$ cat src/rtl/csi_lane_state_monitor.sv
// CSI D-PHY lane state monitor: samples and filters the LP pairs of the clock
// lane and LANE_N data lanes, and tracks each lane through LP/HS/escape states.
module csi_lane_state_monitor #(
  parameter int LANE_N   = 4,
  parameter int FILT_LEN = 2,
  parameter int PRPR_MIN = 3,
  parameter int CNT_W    = 16
) (
  input  logic                         clk,
  input  logic                         rst,
  input  logic [LANE_N-1:0]            lp_dp,
  input  logic [LANE_N-1:0]            lp_dn,
  input  logic                         lp_clk_p,
  input  logic                         lp_clk_n,
  input  logic [LANE_N-1:0]            lane_en,
  input  logic                         cnt_clear,
  output logic [3*(LANE_N+1)-1:0]      lane_state,
  output logic [LANE_N-1:0]            sot_pulse,
  output logic [LANE_N-1:0]            eot_pulse,
  output logic [LANE_N:0]              err_pulse,
  output logic [2*(LANE_N+1)-1:0]      err_code,
  output logic                         clk_hs,
  output logic                         all_stop,
  output logic [LANE_N*CNT_W-1:0]      sot_cnt,
  output logic [LANE_N*CNT_W-1:0]      err_cnt
);

  localparam int L = LANE_N + 1;

  typedef enum logic [2:0] {
    ST_STOP     = 3'd0,
    ST_HS_RQST  = 3'd1,
    ST_HS_PRPR  = 3'd2,
    ST_HS       = 3'd3,
    ST_ESC_RQST = 3'd4,
    ST_ESC      = 3'd5,
    ST_ERR      = 3'd7
  } state_t;

  // Index 0 is the clock lane, index i+1 is data lane i.
  logic [L-1:0] w_p, w_n, w_en;
  assign w_p  = {lp_dp, lp_clk_p};
  assign w_n  = {lp_dn, lp_clk_n};
  assign w_en = {lane_en, 1'b1};

  logic [1:0] r_s1   [L];
  logic [1:0] r_s2   [L];
  logic [1:0] r_prev [L];
  logic [1:0] r_filt [L];
  logic [3:0] r_run  [L];
  logic [3:0] w_run  [L];

  state_t     r_st    [L];
  state_t     w_nst   [L];
  logic [7:0] r_prep  [L];
  logic [7:0] w_nprep [L];
  logic [1:0] r_code  [L];
  logic [1:0] w_ncode [L];

  logic [L-1:0]      w_err, r_err;
  logic [LANE_N-1:0] w_sot, w_eot, r_sot, r_eot;
  logic              w_all_stop, r_clk_hs, r_all_stop;

  logic [CNT_W-1:0] r_sc [LANE_N];
  logic [CNT_W-1:0] r_ec [LANE_N];

  always_comb begin
    for (int l = 0; l < L; l++) begin
      w_run[l] = 4'd1;
      if (r_s2[l] == r_prev[l])
        w_run[l] = (r_run[l] == 4'hF) ? 4'hF : r_run[l] + 4'd1;
    end
  end

  // Run length saturates, so reset value 15 means "11 already settled".
  always_ff @(posedge clk) begin
    for (int l = 0; l < L; l++) begin
      if (rst) begin
        r_s1[l]   <= 2'b11;
        r_s2[l]   <= 2'b11;
        r_prev[l] <= 2'b11;
        r_filt[l] <= 2'b11;
        r_run[l]  <= 4'hF;
      end else begin
        r_s1[l]   <= {w_p[l], w_n[l]};
        r_s2[l]   <= r_s1[l];
        r_prev[l] <= r_s2[l];
        r_run[l]  <= w_run[l];
        if (w_run[l] >= 4'(FILT_LEN))
          r_filt[l] <= r_s2[l];
      end
    end
  end

  always_comb begin
    w_err = '0;
    for (int l = 0; l < L; l++) begin
      w_nst[l]   = r_st[l];
      w_nprep[l] = r_prep[l];
      w_ncode[l] = r_code[l];
      unique case (r_st[l])
        ST_STOP: begin
          if (r_filt[l] == 2'b01) begin
            w_nst[l] = ST_HS_RQST;
          end else if (r_filt[l] == 2'b10 && l != 0) begin
            w_nst[l] = ST_ESC_RQST;
          end else if (r_filt[l] != 2'b11) begin
            w_nst[l]   = ST_ERR;
            w_err[l]   = 1'b1;
            w_ncode[l] = 2'd1;
          end
        end
        ST_HS_RQST: begin
          if (r_filt[l] == 2'b00) begin
            w_nst[l]   = ST_HS_PRPR;
            w_nprep[l] = 8'd1;
          end else if (r_filt[l] != 2'b01) begin
            w_nst[l]   = (r_filt[l] == 2'b11) ? ST_STOP : ST_ERR;
            w_err[l]   = 1'b1;
            w_ncode[l] = 2'd3;
          end
        end
        ST_HS_PRPR: begin
          if (r_filt[l] != 2'b00) begin
            w_nst[l]   = ST_ERR;
            w_err[l]   = 1'b1;
            w_ncode[l] = 2'd2;
          end else if (r_prep[l] >= 8'(PRPR_MIN)) begin
            w_nst[l] = ST_HS;
          end else if (r_prep[l] != 8'hFF) begin
            w_nprep[l] = r_prep[l] + 8'd1;
          end
        end
        ST_HS: begin
          if (r_filt[l] == 2'b11) begin
            w_nst[l] = ST_STOP;
          end else if (r_filt[l] != 2'b00) begin
            w_nst[l]   = ST_ERR;
            w_err[l]   = 1'b1;
            w_ncode[l] = 2'd3;
          end
        end
        ST_ESC_RQST: begin
          if (r_filt[l] == 2'b00) begin
            w_nst[l] = ST_ESC;
          end else if (r_filt[l] == 2'b11) begin
            w_nst[l] = ST_STOP;
          end else if (r_filt[l] == 2'b01) begin
            w_nst[l]   = ST_ERR;
            w_err[l]   = 1'b1;
            w_ncode[l] = 2'd3;
          end
        end
        ST_ESC, ST_ERR: begin
          if (r_filt[l] == 2'b11) w_nst[l] = ST_STOP;
        end
        default: w_nst[l] = ST_STOP;
      endcase
      if (!w_en[l]) begin
        w_nst[l]   = ST_STOP;
        w_nprep[l] = 8'd0;
        w_err[l]   = 1'b0;
        w_ncode[l] = r_code[l];
      end
    end
  end

  // SoT/EoT are the only paths PRPR->HS and HS->STOP while enabled.
  always_comb begin
    w_all_stop = (w_nst[0] == ST_STOP);
    for (int i = 0; i < LANE_N; i++) begin
      w_sot[i] = lane_en[i] && r_st[i+1] == ST_HS_PRPR && w_nst[i+1] == ST_HS;
      w_eot[i] = lane_en[i] && r_st[i+1] == ST_HS && w_nst[i+1] == ST_STOP;
      if (lane_en[i] && w_nst[i+1] != ST_STOP) w_all_stop = 1'b0;
    end
  end

  always_ff @(posedge clk) begin
    if (rst) begin
      for (int l = 0; l < L; l++) begin
        r_st[l]   <= ST_STOP;
        r_prep[l] <= 8'd0;
        r_code[l] <= 2'd0;
      end
      r_err      <= '0;
      r_sot      <= '0;
      r_eot      <= '0;
      r_clk_hs   <= 1'b0;
      r_all_stop <= 1'b1;
    end else begin
      for (int l = 0; l < L; l++) begin
        r_st[l]   <= w_nst[l];
        r_prep[l] <= w_nprep[l];
        r_code[l] <= w_ncode[l];
      end
      r_err      <= w_err;
      r_sot      <= w_sot;
      r_eot      <= w_eot;
      r_clk_hs   <= (w_nst[0] == ST_HS);
      r_all_stop <= w_all_stop;
    end
  end

  always_ff @(posedge clk) begin
    for (int i = 0; i < LANE_N; i++) begin
      if (rst || cnt_clear) begin
        r_sc[i] <= '0;
        r_ec[i] <= '0;
      end else if (lane_en[i]) begin
        if (r_sot[i] && r_sc[i] != '1) r_sc[i] <= r_sc[i] + 1'b1;
        if (r_err[i+1] && r_ec[i] != '1) r_ec[i] <= r_ec[i] + 1'b1;
      end
    end
  end

  always_comb begin
    lane_state = '0;
    err_code   = '0;
    sot_cnt    = '0;
    err_cnt    = '0;
    for (int l = 0; l < L; l++) begin
      lane_state[3*l +: 3] = r_st[l];
      err_code[2*l +: 2]   = r_code[l];
    end
    for (int i = 0; i < LANE_N; i++) begin
      sot_cnt[CNT_W*i +: CNT_W] = r_sc[i];
      err_cnt[CNT_W*i +: CNT_W] = r_ec[i];
    end
  end

  assign sot_pulse = r_sot;
  assign eot_pulse = r_eot;
  assign err_pulse = r_err;
  assign clk_hs    = r_clk_hs;
  assign all_stop  = r_all_stop;

endmodule

$ cat config.mk
export PLATFORM = sky130hd
export DESIGN_NAME = csi_lane_state_monitor
export DESIGN_NICKNAME = d
export VERILOG_FILES = /design/src/rtl/csi_lane_state_monitor.sv
export SDC_FILE = /design/constraint.sdc
export NUM_CORES = 1
export LEC_CHECK = 0
export BUFFER_PORTS_ARGS = -buffer_cell sky130_fd_sc_hd__buf_2
export CAP_MARGIN = 10
export CELL_PAD_IN_SITES_DETAIL_PLACEMENT = 0
export CELL_PAD_IN_SITES_GLOBAL_PLACEMENT = 1
export CORE_MARGIN = 2
export CORE_UTILIZATION = 40
export CTS_BUF_LIST = sky130_fd_sc_hd__clkbuf_16
export DETAILED_ROUTE_END_ITERATION = 6
export MAX_ROUTING_LAYER = met4
export PLACE_DENSITY_LB_ADDON = 0.05
export REMOVE_ABC_BUFFERS = 1
export SYNTH_ARGS = -nofsm -noshare
export SYNTH_HDL_FRONTEND = slang
export SYNTH_SLANG_ARGS = --single-unit
$ cat constraint.sdc
create_clock -name clk -period 2.8 [get_ports clk]
set_clock_uncertainty 0.1 [all_clocks]
set_input_delay 0.14 -clock clk [delete_from_list [all_inputs] [get_ports clk]]
set_output_delay 0.14 -clock clk [all_outputs]
set_load 0.005 [all_outputs]
# After elaboration in Yosys (flattened, before gate mapping)
# Memory sizes are Yosys's and may differ from the RTL's.
# Index checks and enable logic that the tools add are counted.
# Widths: inputs -> output; s select.
[totals] reg_bits=15 ramBits=253 inputBits=17 out_inout_bits=168 wordCells=581 n_memories=10
[memory_table] memory="r_ec" depth=4 word_bits=16 read_ports=4 rd_ports_with_merged_regs=0 write_ports=4 line="65" rtl="logic [CNT_W-1:0] r_ec [LANE_N];"
[memory_table] memory="r_sc" depth=4 word_bits=16 read_ports=4 rd_ports_with_merged_regs=0 write_ports=4 line="64" rtl="logic [CNT_W-1:0] r_sc [LANE_N];"
[memory_table] memory="r_prep" depth=5 word_bits=8 read_ports=5 rd_ports_with_merged_regs=0 write_ports=5 line="55" rtl="logic [7:0] r_prep [L];"
[memory_table] memory="r_run" depth=5 word_bits=4 read_ports=5 rd_ports_with_merged_regs=0 write_ports=5 line="50" rtl="logic [3:0] r_run [L];"
[memory_table] memory="r_st" depth=5 word_bits=3 read_ports=5 rd_ports_with_merged_regs=0 write_ports=5 line="53" rtl="state_t r_st [L];"
[memory_table] memory="r_code" depth=5 word_bits=2 read_ports=5 rd_ports_with_merged_regs=0 write_ports=5 line="57" rtl="logic [1:0] r_code [L];"
[memory_table] memory="4 more memories"
[op_classes] add_sub_neg=18 n_lt_le_gt_ge=10 eq_ne=82 mux=338 bitwise_logic=52 reduce_logical=62
[op_table] operator="$mux 3" count=78
[op_table] operator="$mux 8" count=29
[op_table] operator="$mux 2" count=83
[op_table] operator="$add 16x1->16 const B" count=8
[op_table] operator="$mux 16" count=8
[op_table] operator="$ne 16x16->1 const B" count=8
[op_table] operator="$mux 1" count=105
[op_table] operator="$pmux 3 s6" count=5
[op_table] operator="$pmux 8 s2" count=5
[op_table] operator="$mux 4" count=15
[op_table] operator="$pmux 2 s5" count=5
[op_table] operator="$or 1x1->1" count=48
[op_table] operator="$eq 3x2->1 const B" count=15
[op_table] operator="$eq 3x3->1 const B" count=15
[op_table] operator="$add 8x1->8 const B" count=5
[op_table] operator="$ge 8x2->1 const B" count=5
[op_table] operator="$ne 8x8->1 const B" count=5
[op_table] operator="$logic_not 3->1" count=10
[op_table] operator="$logic_and 1x1->1" count=28
[op_table] operator="$pmux 1 s5" count=5
[op_table] operator="$add 4x1->4 const B" count=5
[op_table] operator="$eq 4x4->1 const B" count=5
[op_table] operator="$ge 4x2->1 const B" count=5
[op_table] operator="$eq 2x2->1 const B" count=9
[op_table] operator="other kinds (11)" count=53

# Longest topological paths before layout
# An unclocked memory read counts as a cell.
[depth] word_depth=13 mapped_depth=9 ltp_nobuf=8

# Worst setup path before layout
# Ideal clock, no wire load.
[synth_timing] path_type="reg-to-reg" startpoint="memory r_sc[3][0]" endpoint="memory r_sc[3][10], data pin" setup_time_ns=0.138 t_arrival_ns=2.009 required_ns=2.562 path_slack_ns=0.553 stages_incl_launch_ff=10 synth_period_minus_slack_ns=2.247 path_cell_list="edfxtp_1 ha_1 and3_1 and4_1 nand4_2 o211ai_1 or3_1 buf_2 buf_2 nor2_1"
[synth_rtl] element="start: declaration" line="64"

==> summary.md <==
| Metric | Value |
|---|---|
| Status | completed |
| Most frequent cells in the layout | nor2_1 (254), buf_2 (184), edfxtp_1 (138) |
| Area grow syn2layout | 19.8% |
| CTS tree | done |
| Inst Count DP | about 2000 |
| DR vias/cell | about 5.1 |
| Routed wire length | between 30000 and 40000 µm |
| # setup viols final | 0 |
| Share of layout cells above drive strength 1 | 19.7% |
| Ys async rst share | 0% |
| Hold path cells | 5 |
| Post-Synthesis Cells | between 1000 and 1500 |
| Largest net degree at the start of global routing | 48 |
| NetSw | 2.41 mW |
| Residual DRC count | 0 |
| Avg Cell Area, Syn | ~9.6 µm² |
| Static Leak | 6.54 nW |
| Met3 wire length | ~1200 µm |
| Wire length on met1 | between 15000 and 20000 µm |
| Hold Crit Class | in -> reg |
| Die area | about 36000 µm² |
| Antenna Nets Post-Route | 0 |
| Slew Limit Fails | 0 |
| H-tree depth | 2 |
| Number of CTS-inserted buffers | 34 |
| Area leader, netlist | edfxtp_1 |
| Fraction of power consumed by sequential logic | a little under half |
| Worst setup EP type | register |
| Seq/Total Area, Yosys | roughly half |
| Synth Cell Area | ~14000 µm² |
| Int Power | about 7.3 mW |
| Most common cell after layout, fill and taps aside | nor2_1 |
| FF+latch count, synth | 268 |
| Critical Path Fanout Max | 9 |
| Max Fclk | 0.397 GHz |
| Reg2reg start | r_filt[3][0] |
| Maximum VDD drop | between 0.3 and 0.4 mV |
| Hold wc startpoint | lane_en[2] |
| Comb power frac | between 10% and 20% |
| Unrepaired setup endpoints after global routing | false |
| Chip Width | 189 µm |
| Final instance area | roughly 16000 µm² |
| Final cell count without fillers | ~2100 |
| Avg WL per Cell | 15.0 µm |
| Final nets | between 1500 and 2000 |
| Worst-Margin Slew | a little over 0.7 ns |
| Vias after detailed routing | approximately 11000 |
| Critical Path RT | 3.08 ns |
| Row cnt | 67 |
| Met2 WL post-DR | about 14000 µm |
| R2R depth | 8 |
| Clk pwr share | 43.1% |
| Final Hold Viols | 0 |
| I/O pins | 185 |
| Vias in the first global route | a little over 10000 |
| Top cells by area, synth | edfxtp_1 (30%), dfxtp_1 (19%), nor2_1 (7.0%) |
| Gr ovfl total | 0 |
| Share of the synthesized area in the top cell type | 30.3% |
| Number of flops mapped to enable cells by yosys | ~140 |
| Clock tree buffer depth | 3 |
| Total power | between 9 and 10 mW |
| Crit path kind | reg -> reg |
| Placed cell area | between 15000 and 20000 µm² |
| Ys Warns | 0 |
| Latest clock arrival within the worst-skew pair | 0.50 ns |
| Total Neg Setup Slack | 0 ns |
| Overall routing resource usage | around 18% |
| CP startpoint kind | register |
| Period utilisation layout | about nine tenths |
| Initial Utilization | between 40% and 50% |
| Clk sinks | approximately 270 |
| Synth Flop Type | edfxtp_1 |
| Tmin final | between 2 and 3 ns |
| CTS root buf | clkbuf_16 |
| Yosys cell types | between 70 and 80 |
| DP HPWL | roughly 22000 µm |
| Die Height | around 190 µm |
| Port buffer count | between 150 and 200 |
| Final Wtd Congestion | between 0.8 and 0.9 |
| Crit path launch | r_filt[3][0] |
| Initial antenna violation count | 0 |
| Top Layer Used | met4 |
| ANT cells | 0 |
| # Max-Cap Violations | 0 |
| CP arrival | 2.80 ns |
| Area of the core | 33600 µm² |
| Slew HR | a little over half |
| PD cells | between 500 and 600 nW/µm² |
| Router iterations before antenna repair | 5 |
| First-pass GRT wire length | slightly above 50000 µm |
| Switching share of power | 24.8% |
| Initial DRC count | about 460 |
| Clock-pin slew on the worst setup and hold paths | about 0.060 ns |
## state kept, by name, indices dropped and copies added (netlist names), 4 cells and up
name	count
eot_pulse	4
err_pulse	5
r_code	10
r_ec	64
r_filt	10
r_prep	40
r_prev	10
r_run	20
r_s1	10
r_s2	10
r_sc	64
r_st	15
sot_pulse	4
## synth_stat cells (20+ instances only)
| library cell | count |
|---|---|
| ha_1 | 46 |
| inv_1 | 42 |
| a21oi_1 | 41 |
| a31oi_1 | 20 |
| nor2_1 | 254 |
| nor3_1 | 27 |
| o21ai_0 | 47 |
| and3_1 | 23 |
| xor2_1 | 79 |
| nand2_1 | 98 |
| nand4_1 | 30 |
| or2_2 | 45 |
| edfxtp_1 | 138 |
| nor2b_1 | 27 |
| nand3_1 | 79 |
| clkbuf_1 | 32 |
| xnor2_1 | 52 |
| dfxtp_1 | 130 |
## cell families (layout without fill, tap and decap cells)
group	after synthesis	after routing	synth area share (%)
simple gates	666	666	24.0
flops	268	268	49.3
compound gates	205	205	10.1
xor+xnor	131	131	8.39
buf+inv	92	328	2.73
fa+ha+maj	46	46	4.21
mux	17	17	1.28
## layer usage
layer	vias up	track usage (%)
li1	5475	-
met1	5070	24.8
met2	181	27.5
met3	45	2.82
met4	0	4.15
met5	-	-
## power by group through the flow
stage          sequential (mW)  clock [mW]  combinational (mW)
2_1_floorplan             4.60           0               0.617
3_3_place_gp              4.64           0               0.960
3_5_place_dp              4.64           0               0.959
4_1_cts                   4.56        4.33               0.980
5_1_grt                   4.59        4.48                1.10
6_report                  4.56        4.18               0.968
## worst max-delay path: stages (launching register included)
cell      delay [ns]
edfxtp_1        0.47
inv_1           0.14
ha_1            0.36
nand2b_1        0.18
o21ai_0         0.20
o32ai_1         0.13
a31oi_1         0.43
nor3_1          0.14
a41o_1          0.26
## metrics by stage
stage	hold WS [ns]	setup WS (ns)	util (%)
CTS	0.0320	0.267	48.7
global placement	0.224	0.300	45.1
global route	0.0590	0.0512	48.7
detailed placement	0.227	0.293	45.1
finish	0.0482	0.282	48.7
floorplan	0.109	0.626	-
## final cells by class
cell class / instances / area [µm²]
fillers: 3247 / 17200
flip-flops and latches: 268 / 6750
multi-input cells: 1065 / 6560
repair buffers: 224 / 1270
clock buffers: 38 / 951
well taps: 448 / 561
inverters: 42 / 158
clock inverters: 24 / 139
## final timing paths
kind / to / slack (ns)
worst max-delay path: all_stop / 0.28
worst max register to register: all_stop / 0.28
worst min register to register: r_s2[0][0] / 0.31
worst min-delay path: r_code[0][6] / 0.05
## repair_timing
action                                 4_1_cts  5_1_grt
resized for setup                            0        0
endpoints found under the hold margin       20        0
buffers inserted                             0        0
hold buffers                                14        0
Note: power is estimated with default switching activity, not from simulation.
